<file path="src/rtl/stdp_pkg.sv">
// Shared helpers for the STDP pair: saturating add, clamp and trace decay.
package stdp_pkg;

  // Unsigned add that saturates at 2^width-1 instead of wrapping.
  function automatic int unsigned sat_add(input int unsigned a, input int unsigned b,
                                          input int unsigned width);
    longint unsigned max_v;
    longint unsigned sum;
    max_v = (64'd1 << width) - 64'd1;
    sum   = 64'(a) + 64'(b);
    return (sum > max_v) ? 32'(max_v) : 32'(sum);
  endfunction

  // Clamp a signed value into [0, hi].
  function automatic int unsigned clamp_u(input int signed v, input int unsigned hi);
    if (v < 0) begin
      return 0;
    end else if (unsigned'(v) > hi) begin
      return hi;
    end
    return unsigned'(v);
  endfunction

  // Geometric decay; once the shifted step reaches zero, fall back to -1 so the
  // trace always reaches exactly zero.
  function automatic int unsigned trace_decay(input int unsigned t, input int unsigned shift);
    int unsigned step;
    step = t >> shift;
    if (step != 0) begin
      return t - step;
    end else if (t != 0) begin
      return t - 1;
    end
    return 0;
  endfunction

endpackage

</file>
<file path="src/rtl/lif_neuron.sv">
// Leaky integrate-and-fire neuron with saturating membrane and refractory period.
module lif_neuron #(
  parameter int unsigned SW         = 8,
  parameter int unsigned THRESH     = 200,
  parameter int unsigned LEAK_SHIFT = 1,
  parameter int unsigned REFRAC     = 2
) (
  input  logic          clk,
  input  logic          rst_n,
  input  logic          ena,
  input  logic [SW-1:0] current,
  output logic          spike,
  output logic [SW-1:0] state
);
  import stdp_pkg::*;

  // Counter is kept at least one bit wide so REFRAC=0 still elaborates.
  localparam int unsigned RW = (REFRAC > 0) ? $clog2(REFRAC + 1) : 1;
  localparam logic [RW-1:0] REFRAC_V = RW'(REFRAC);

  logic [SW-1:0] state_q, state_d, leaked;
  logic [RW-1:0] refrac_q, refrac_d;
  logic          spike_q, spike_d;

  // Next state: refractory blanking, then fire check, then leak-and-integrate.
  always_comb begin
    state_d  = state_q;
    refrac_d = refrac_q;
    spike_d  = 1'b0;
    leaked   = state_q - (state_q >> LEAK_SHIFT);
    if (refrac_q != '0) begin
      state_d  = '0;
      refrac_d = refrac_q - RW'(1);
    end else if (32'(state_q) >= THRESH) begin
      spike_d  = 1'b1;
      state_d  = '0;
      refrac_d = REFRAC_V;
    end else begin
      state_d = SW'(sat_add(32'(leaked), 32'(current), SW));
    end
  end

  // State registers; everything holds while ena is low.
  always_ff @(posedge clk or negedge rst_n) begin
    if (!rst_n) begin
      state_q  <= '0;
      refrac_q <= '0;
      spike_q  <= 1'b0;
    end else if (ena) begin
      state_q  <= state_d;
      refrac_q <= refrac_d;
      spike_q  <= spike_d;
    end
  end

  assign spike = spike_q;
  assign state = state_q;

endmodule

</file>
<file path="src/rtl/stdp_pair.sv">
// Pre LIF neuron drives a post LIF neuron through one synapse whose weight is
// adapted by trace-based STDP (LTP on post spikes, LTD on pre spikes).
module stdp_pair #(
  parameter int unsigned SW          = 8,
  parameter int unsigned THRESH      = 200,
  parameter int unsigned LEAK_SHIFT  = 1,
  parameter int unsigned REFRAC      = 2,
  parameter int unsigned WW          = 8,
  parameter int unsigned W_INIT      = 1,
  parameter int unsigned TW          = 8,
  parameter int unsigned DECAY_SHIFT = 2,
  parameter int unsigned LTP_SHIFT   = 4,
  parameter int unsigned LTD_SHIFT   = 4
) (
  input  logic          clk,
  input  logic          rst_n,
  input  logic          ena,
  input  logic [SW-1:0] pre_current,
  input  logic [SW-1:0] post_bias,
  input  logic          learn_en,
  input  logic          w_load,
  input  logic [WW-1:0] w_in,
  output logic          pre_spike,
  output logic          post_spike,
  output logic [WW-1:0] weight,
  output logic [SW-1:0] pre_state,
  output logic [SW-1:0] post_state
);
  import stdp_pkg::*;

  localparam logic [TW-1:0] TRACE_MAX = '1;
  localparam int unsigned   W_MAX     = (1 << WW) - 1;

  logic [SW-1:0]        post_current;
  logic [TW-1:0]        pre_trace_q, pre_trace_d, post_trace_q, post_trace_d;
  logic [TW-1:0]        ltp_delta, ltd_delta;
  logic [WW-1:0]        weight_q, weight_d;
  logic signed [WW+1:0] w_sum;

  lif_neuron #(
    .SW        (SW),
    .THRESH    (THRESH),
    .LEAK_SHIFT(LEAK_SHIFT),
    .REFRAC    (REFRAC)
  ) u_pre (
    .clk    (clk),
    .rst_n  (rst_n),
    .ena    (ena),
    .current(pre_current),
    .spike  (pre_spike),
    .state  (pre_state)
  );

  // Post input: bias plus the weight whenever the registered pre spike is high.
  always_comb begin
    post_current = SW'(sat_add(32'(post_bias), pre_spike ? 32'(weight_q) : 32'd0, SW));
  end

  lif_neuron #(
    .SW        (SW),
    .THRESH    (THRESH),
    .LEAK_SHIFT(LEAK_SHIFT),
    .REFRAC    (REFRAC)
  ) u_post (
    .clk    (clk),
    .rst_n  (rst_n),
    .ena    (ena),
    .current(post_current),
    .spike  (post_spike),
    .state  (post_state)
  );

  // Traces jump to max on the registered spike, otherwise decay toward zero.
  always_comb begin
    pre_trace_d  = pre_spike  ? TRACE_MAX : TW'(trace_decay(32'(pre_trace_q), DECAY_SHIFT));
    post_trace_d = post_spike ? TRACE_MAX : TW'(trace_decay(32'(post_trace_q), DECAY_SHIFT));
  end

  // Weight: load wins over learning; STDP sum uses pre-edge traces, clamped.
  always_comb begin
    ltp_delta = post_spike ? (pre_trace_q >> LTP_SHIFT) : '0;
    ltd_delta = pre_spike ? (post_trace_q >> LTD_SHIFT) : '0;
    w_sum     = $signed({2'b00, weight_q}) + $signed((WW+2)'(ltp_delta))
              - $signed((WW+2)'(ltd_delta));
    weight_d  = weight_q;
    if (w_load) begin
      weight_d = w_in;
    end else if (learn_en) begin
      weight_d = WW'(clamp_u(int'(w_sum), W_MAX));
    end
  end

  // Trace and weight registers; hold while ena is low.
  always_ff @(posedge clk or negedge rst_n) begin
    if (!rst_n) begin
      pre_trace_q  <= '0;
      post_trace_q <= '0;
      weight_q     <= WW'(W_INIT);
    end else if (ena) begin
      pre_trace_q  <= pre_trace_d;
      post_trace_q <= post_trace_d;
      weight_q     <= weight_d;
    end
  end

  assign weight = weight_q;

endmodule
</file>
<file path="config.mk">
export PLATFORM = sky130hd
export DESIGN_NAME = stdp_pair
export DESIGN_NICKNAME = d
export VERILOG_FILES = /design/src/rtl/stdp_pkg.sv /design/src/rtl/lif_neuron.sv /design/src/rtl/stdp_pair.sv
export SDC_FILE = /design/constraint.sdc
export NUM_CORES = 1
export LEC_CHECK = 0
export ABC_AREA = 1
export BUFFER_PORTS_ARGS = -buffer_cell sky130_fd_sc_hd__buf_4
export CORE_ASPECT_RATIO = 0.7
export CORE_MARGIN = 1.5
export CORE_UTILIZATION = 42
export DETAILED_ROUTE_END_ITERATION = 10
export PLACE_DENSITY = 0.62
export SYNTH_ARGS = -nofsm -noshare
export SYNTH_HDL_FRONTEND = slang
export SYNTH_HIERARCHICAL = 1
export SYNTH_SLANG_ARGS = --single-unit
</file>
<file path="constraint.sdc">
create_clock -name clk -period 4.17 [get_ports clk]
set_input_delay 0.6255 -clock clk [delete_from_list [all_inputs] [get_ports clk]]
set_output_delay 0.6255 -clock clk [all_outputs]
set_load 0.05 [all_outputs]
</file>
==> results_dict.tcl, run 1 <==
set metrics [dict create \
    die_h_um 100 \
    crit_required_ns 4.33 \
    drv_cap 0 \
    synth-simple-area-share_pct 31.5 \
    ios 55 \
    critPathCaptureType "flip-flop" \
    syn_inst 877 \
    hold_viol_final 0 \
    grt_pass1_vias 4901 \
    hold_path_class "in -> async" \
    async_reset_ff_share_pct 100 \
    synth.net_count 994 \
    cts_tree "done" \
    cts.clk_slew.worst_paths_ns 0.07 \
    initial_core_util_pct 43.2 \
    layout.nets 1052 \
    finalCritPeriodShare_pct 81.0 \
    area_growth_pct 13.5 \
    syn-cell-area_um2 5690 \
    tightest_slew_ns 0.638 \
    num_rows 35 \
    netlist.area_leader.share_pct 19.8 \
    syn_area_per_cell_um2 6.49 \
    overflow 0 \
    mostFrequentLayoutCells "280 x nand2_1, 172 x inv_1, 77 x ha_1, 66 x nand3_1, 54 x buf_4" \
    max_freq_ghz 0.296 \
    grt_max_degree 47 \
    final_common_cell "nand2_1" \
    seq_area_frac_synth_pct 20.2 \
    place.gp.congestion 0.904 \
    whs_ns 0.340 \
    fin_skew_ns 0.0128 \
    htree_levels 2 \
    num_antenna_cells 0 \
    yosys_warnings 6 \
    root_buffer "clkbuf_16" \
    route.antenna.remaining_nets 0 \
    synthXorXnorAreaFrac_pct 3.85 \
    ctsHoldBuffers 0 \
    via_per_inst 4.70 \
    port_buffers 54 \
    synth_top_cells_by_area "dfrtp_1 20%, nand2_1 18%, ha_1 17%" \
    synth_flop_cell "dfrtp_1" \
    synth_fa_ha_area_share_pct 20.8 \
    cts_setup_buffers 0 \
    crit_arrival_ns 3.54 \
    numCtsBuffers 5 \
    synth_edf_count 0 \
    r2r-start "u_pre/spike" \
    synth.distinct_cells 38 \
    drt_pass1_iterations 5 \
    tns_ns 0 \
    insertion_delay_ns 0.30 \
    fp.coreArea_um2 13200 \
    dieArea_um2 14300 \
    critPathMaxFanout 15 \
    hpwlAfterDp_um 11100 \
    synthMuxAreaShare_pct 0 \
    ctsResizeCount 0 \
    yosysTopAreaCell "dfrtp_1" \
    die_w_um 142 \
    clockBufferDepth 2 \
    maxSlewHeadroom_pct 57.4 \
    status "complete, no violations" \
    synth_top_family_by_area "simple AND/OR/NAND/NOR gates" \
    crit_path_start_kind "flip-flop" \
    antenna_found_initial 0 \
    routed_wl_um 13700 \
    critical_path_class "reg -> reg" \
    rsz0062_at_grt "false" \
    startpoint "u_pre/spike" \
    drive_above_1_share_pct 10.7 \
    num-fill-cells 1359 \
    fin_util_pct 49.0 \
    setup_viol 0 \
    finalCriticalPeriod_ns 3.38 \
    drtIter0Drc 293 \
    grt_pass1_wl_um 23800 \
    post_drt_wl_per_cell_um 12.3 \
    drc 0 \
    synth-compound-area-share_pct 11.0 \
    via_count 5273 \
    cts_sinks 46 \
    drv_slew 0 \
    grt_use_total_pct 20.6 \
    synth-seq-cells 46 \
]
layout make-up:
type	instances	area, um^2	area share [%]
clock buffer	6	129	2.00
clock inverter	2	13.8	0.213
inverter	187	702	10.9
multi-input combinational	641	3820	59.2
sequential	46	1150	17.8
tap	185	231	3.58
timing repair buffer	54	405	6.28
routing by layer:
metal,vias up,track usage [%],wire [um]
li1,2881,-,-
met1,2290,34.1,8190
met2,97,28.1,4910
met3,5,3.15,606
met4,0,2.14,39
met5,-,0,0
cells by family after synthesis:
| kind of cell | count (synthesis) |
|---|---|
| AND/OR/NAND/NOR | 425 |
| buffers and inverters | 190 |
| AO/OA/AOI/OAI | 103 |
| adder cells (fa/ha/maj) | 88 |
| flip-flops | 46 |
| XOR/XNOR | 25 |
path summary, 6_finish.rpt:
path                                         to  slack (ns)  cells past startpoint
worst min-delay path                  weight[5]        0.34                      1
min in group clk                      weight[0]        0.50                      2
worst max register to register  u_post/state[2]        0.79                     20
max in group asynchronous       u_post/state[7]        3.39                      1
worst max-delay path            u_post/state[2]        0.79                     20
worst min register to register        weight[0]        0.50                      2
sequential cells by signal, indices dropped and copies added (netlist names):
signal	flops
u_pre/spike	1
u_pre/refrac_q	2
weight	8
post_trace_q	8
pre_trace_q	8
u_pre/state	8
u_post/spike	1
u_post/refrac_q	2
u_post/state	8
synthesized netlist by cell type (2+ instances only):
cell type / number
inv_1: 172
a31oi_1: 5
o21bai_1: 2
nand3b_1: 2
nor3_4: 2
nand3_1: 66
clkinv_1: 4
a21o_1: 3
o21bai_2: 2
dfrtp_1: 45
nand4_1: 17
o21ai_2: 3
nor2_1: 41
fa_1: 11
nand2_2: 4
a21oi_4: 4
inv_2: 11
xor2_1: 10
o21ai_1: 20
a21oi_2: 3
a21oi_1: 35
xnor2_1: 15
a22oi_1: 2
nor3_1: 3
nand2_1: 280
nor2_2: 7
ha_1: 77
o21ai_0: 21
through the flow:
stage | instances | instance area, um^2 | setup slack (ns)
finish | 1121 | 6460 | 0.793
global route | 1121 | 6460 | 0.427
CTS | 1121 | 6460 | 0.802
detailed placement | 1113 | 6310 | 0.801
global placement | 1113 | 6310 | 0.862
floorplan | 877 | 5690 | 0.852
worst max-delay path, stage by stage (launching register included):
cell and delay, ns:
dfrtp_1 0.58, nand2_1 0.14, inv_1 0.05, ha_1 0.19, fa_1 0.43, nand4_1 0.11, nand3_1 0.11, nand2_1 0.08
nand2_1 0.08, a21oi_4 0.22, nand2_1 0.09, ha_1 0.25, inv_1 0.08, fa_1 0.18, inv_1 0.07, nand3_1 0.09
nand2_2 0.09, a21oi_4 0.22, o21ai_1 0.10, nand2_1 0.06, o21ai_1 0.05
Power of run 1 is not shown: default switching activity piles up to over one toggle a cycle in this logic, so the estimate is an artifact.
==> run 2, diff against run 1 <==
clock period = 3.3 ns   (was 4.17 ns; I/O delays follow)
==> run 2 against run 1 <==
Hold slack worse by 0.12 ns. Via count grew 1.8%. Register-to-register slack got worse by 0.55 ns. Clock skew down 0.0072 ns. Maximum frequency is 10% higher. Count of clock-buffer cells in the layout shrank 1. Critical path type unchanged.
==> results_dict.tcl, run 2 (same netlist as run 1, synthesis figures left out) <==
set metrics [dict create \
    status "complete, no violations" \
    via_count 5366 \
    port_buffers 54 \
    initial_core_util_pct 43.2 \
    worst-r2r-cell-count 20 \
    crit_required_ns 3.49 \
    drtIter0Drc 364 \
    crit_arrival_ns 3.25 \
    area_growth_pct 16.0 \
    finalCritPeriodShare_pct 92.7 \
    root_buffer "clkbuf_16" \
    via_per_inst 4.76 \
    insertion_delay_ns 0.30 \
    grt_pass1_vias 4946 \
    cts.clk_slew.worst_paths_ns 0.07 \
    drv_slew 0 \
    mostFrequentLayoutCells "279 x nand2_1, 171 x inv_1, 71 x ha_1, 65 x nand3_1, 59 x buf_4" \
    htree_levels 2 \
    r2r-start "u_pre/spike" \
    fin_skew_ns 0.00562 \
    drt_pass1_iterations 5 \
    drive_above_1_share_pct 12.6 \
    max_freq_ghz 0.327 \
    crit_path_start_kind "flip-flop" \
    die_h_um 100 \
    grt_max_degree 47 \
    dieArea_um2 14300 \
    numCtsBuffers 5 \
    setup_viol 0 \
    place.gp.congestion 0.914 \
    route.antenna.remaining_nets 0 \
    die_w_um 142 \
    critical_path_class "reg -> reg" \
    startpoint "u_pre/spike" \
    fp.coreArea_um2 13200 \
    layout.nets 1058 \
    hold_path_class "in -> async" \
    antenna_found_initial 0 \
    cts_sinks 46 \
    post_drt_wl_per_cell_um 12.4 \
    cts_tree "done" \
    maxSlewHeadroom_pct 57.7 \
    num_rows 35 \
    critPathCaptureType "flip-flop" \
    overflow 0 \
    routed_wl_um 14000 \
    hold_viol_final 0 \
    num_antenna_cells 0 \
    ios 55 \
    grt_use_total_pct 20.9 \
    drc 0 \
    final_common_cell "nand2_1" \
    regArea_um2 1150 \
    critPathMaxFanout 8 \
    hpwlAfterDp_um 11300 \
    multi_input_area_um2 3890 \
    num-fill-cells 1345 \
    place_area_um2 6350 \
    grt_pass1_wl_um 24000 \
    drv_cap 0 \
    fin_area_um2 6600 \
    finalCriticalPeriod_ns 3.06 \
    clockBufferDepth 2 \
    tightest_slew_ns 0.635 \
    r2r_slack_ns 0.24 \
]
[run 2: cell count changes in the layout (fill, tap and decap cells not counted), moves of 2 or more]
| cell | previous run | this run |
|---|---|---|
| fa_1 | 11 | 9 |
| ha_4 | 0 | 4 |
| buf_4 | 54 | 59 |
| fa_2 | 0 | 2 |
| ha_1 | 77 | 71 |
| ha_2 | 0 | 2 |
[run 2: layout make-up]
cell class              instances  area share (%)
multi-input cells             641            58.9
clock inverters                 3           0.663
clock buffers                   5            1.90
well taps                     185            3.51
repair buffers                 60            6.88
inverters                     187            10.6
flip-flops and latches         46            17.5
[run 2: what timing repair did]
item,CTS,global route
setup buffers,0,2
endpoints found under the setup margin,0,8
resized for setup,0,13
endpoints found under the hold margin,0,0
hold buffers,0,0
[run 2: per-layer routing]
layer | up-vias | part of all wire [%] | global-route usage, %
li1 | 2886 | - | -
met1 | 2356 | 59 | 35.1
met2 | 120 | 35 | 28.0
met3 | 4 | 5.4 | 3.10
met4 | 0 | 0.45 | 2.38
met5 | - | 0 | 0
[run 2: final timing paths]
path | end
max | u_post/state[6]
min | weight[7]
max reg2reg | u_post/state[6]
min reg2reg | weight[0]
max in group asynchronous | u_pre/spike
min in group clk | weight[0]
[run 2: critical path, stage by stage, from the launching register on]
cell     delay [ns]
dfrtp_2        0.44
nand2_1        0.07
inv_1          0.04
ha_1           0.20
fa_2           0.34
nand4_1        0.09
nand3_2        0.09
nand2_1        0.09
nand2_2        0.07
a21oi_4        0.20
nand2_1        0.08
ha_2           0.20
inv_1          0.08
fa_2           0.22
inv_2          0.05
nand3_1        0.07
nand2_2        0.09
a21oi_4        0.28
nand3_1        0.13
nand2_1        0.08
nand2_1        0.04
[run 2: through the flow]
step | hold slack, ns | worst slack, ns | setup TNS [ns] | util (%) | instances
final | 0.217 | 0.242 | 0 | 50.1 | 1127
after global routing | 0.265 | -0.0384 | -0.117 | 50.1 | 1127
after CTS | 0.247 | 0.0851 | 0 | 49.4 | 1125
after detailed placement | 0.502 | 0.0467 | 0 | 48.1 | 1117
after global placement | 0.484 | 0.110 | 0 | 48.1 | 1117
after floorplan | 0.199 | 0.0871 | 0 | - | 877
Power of run 2 is left out for the same reason.
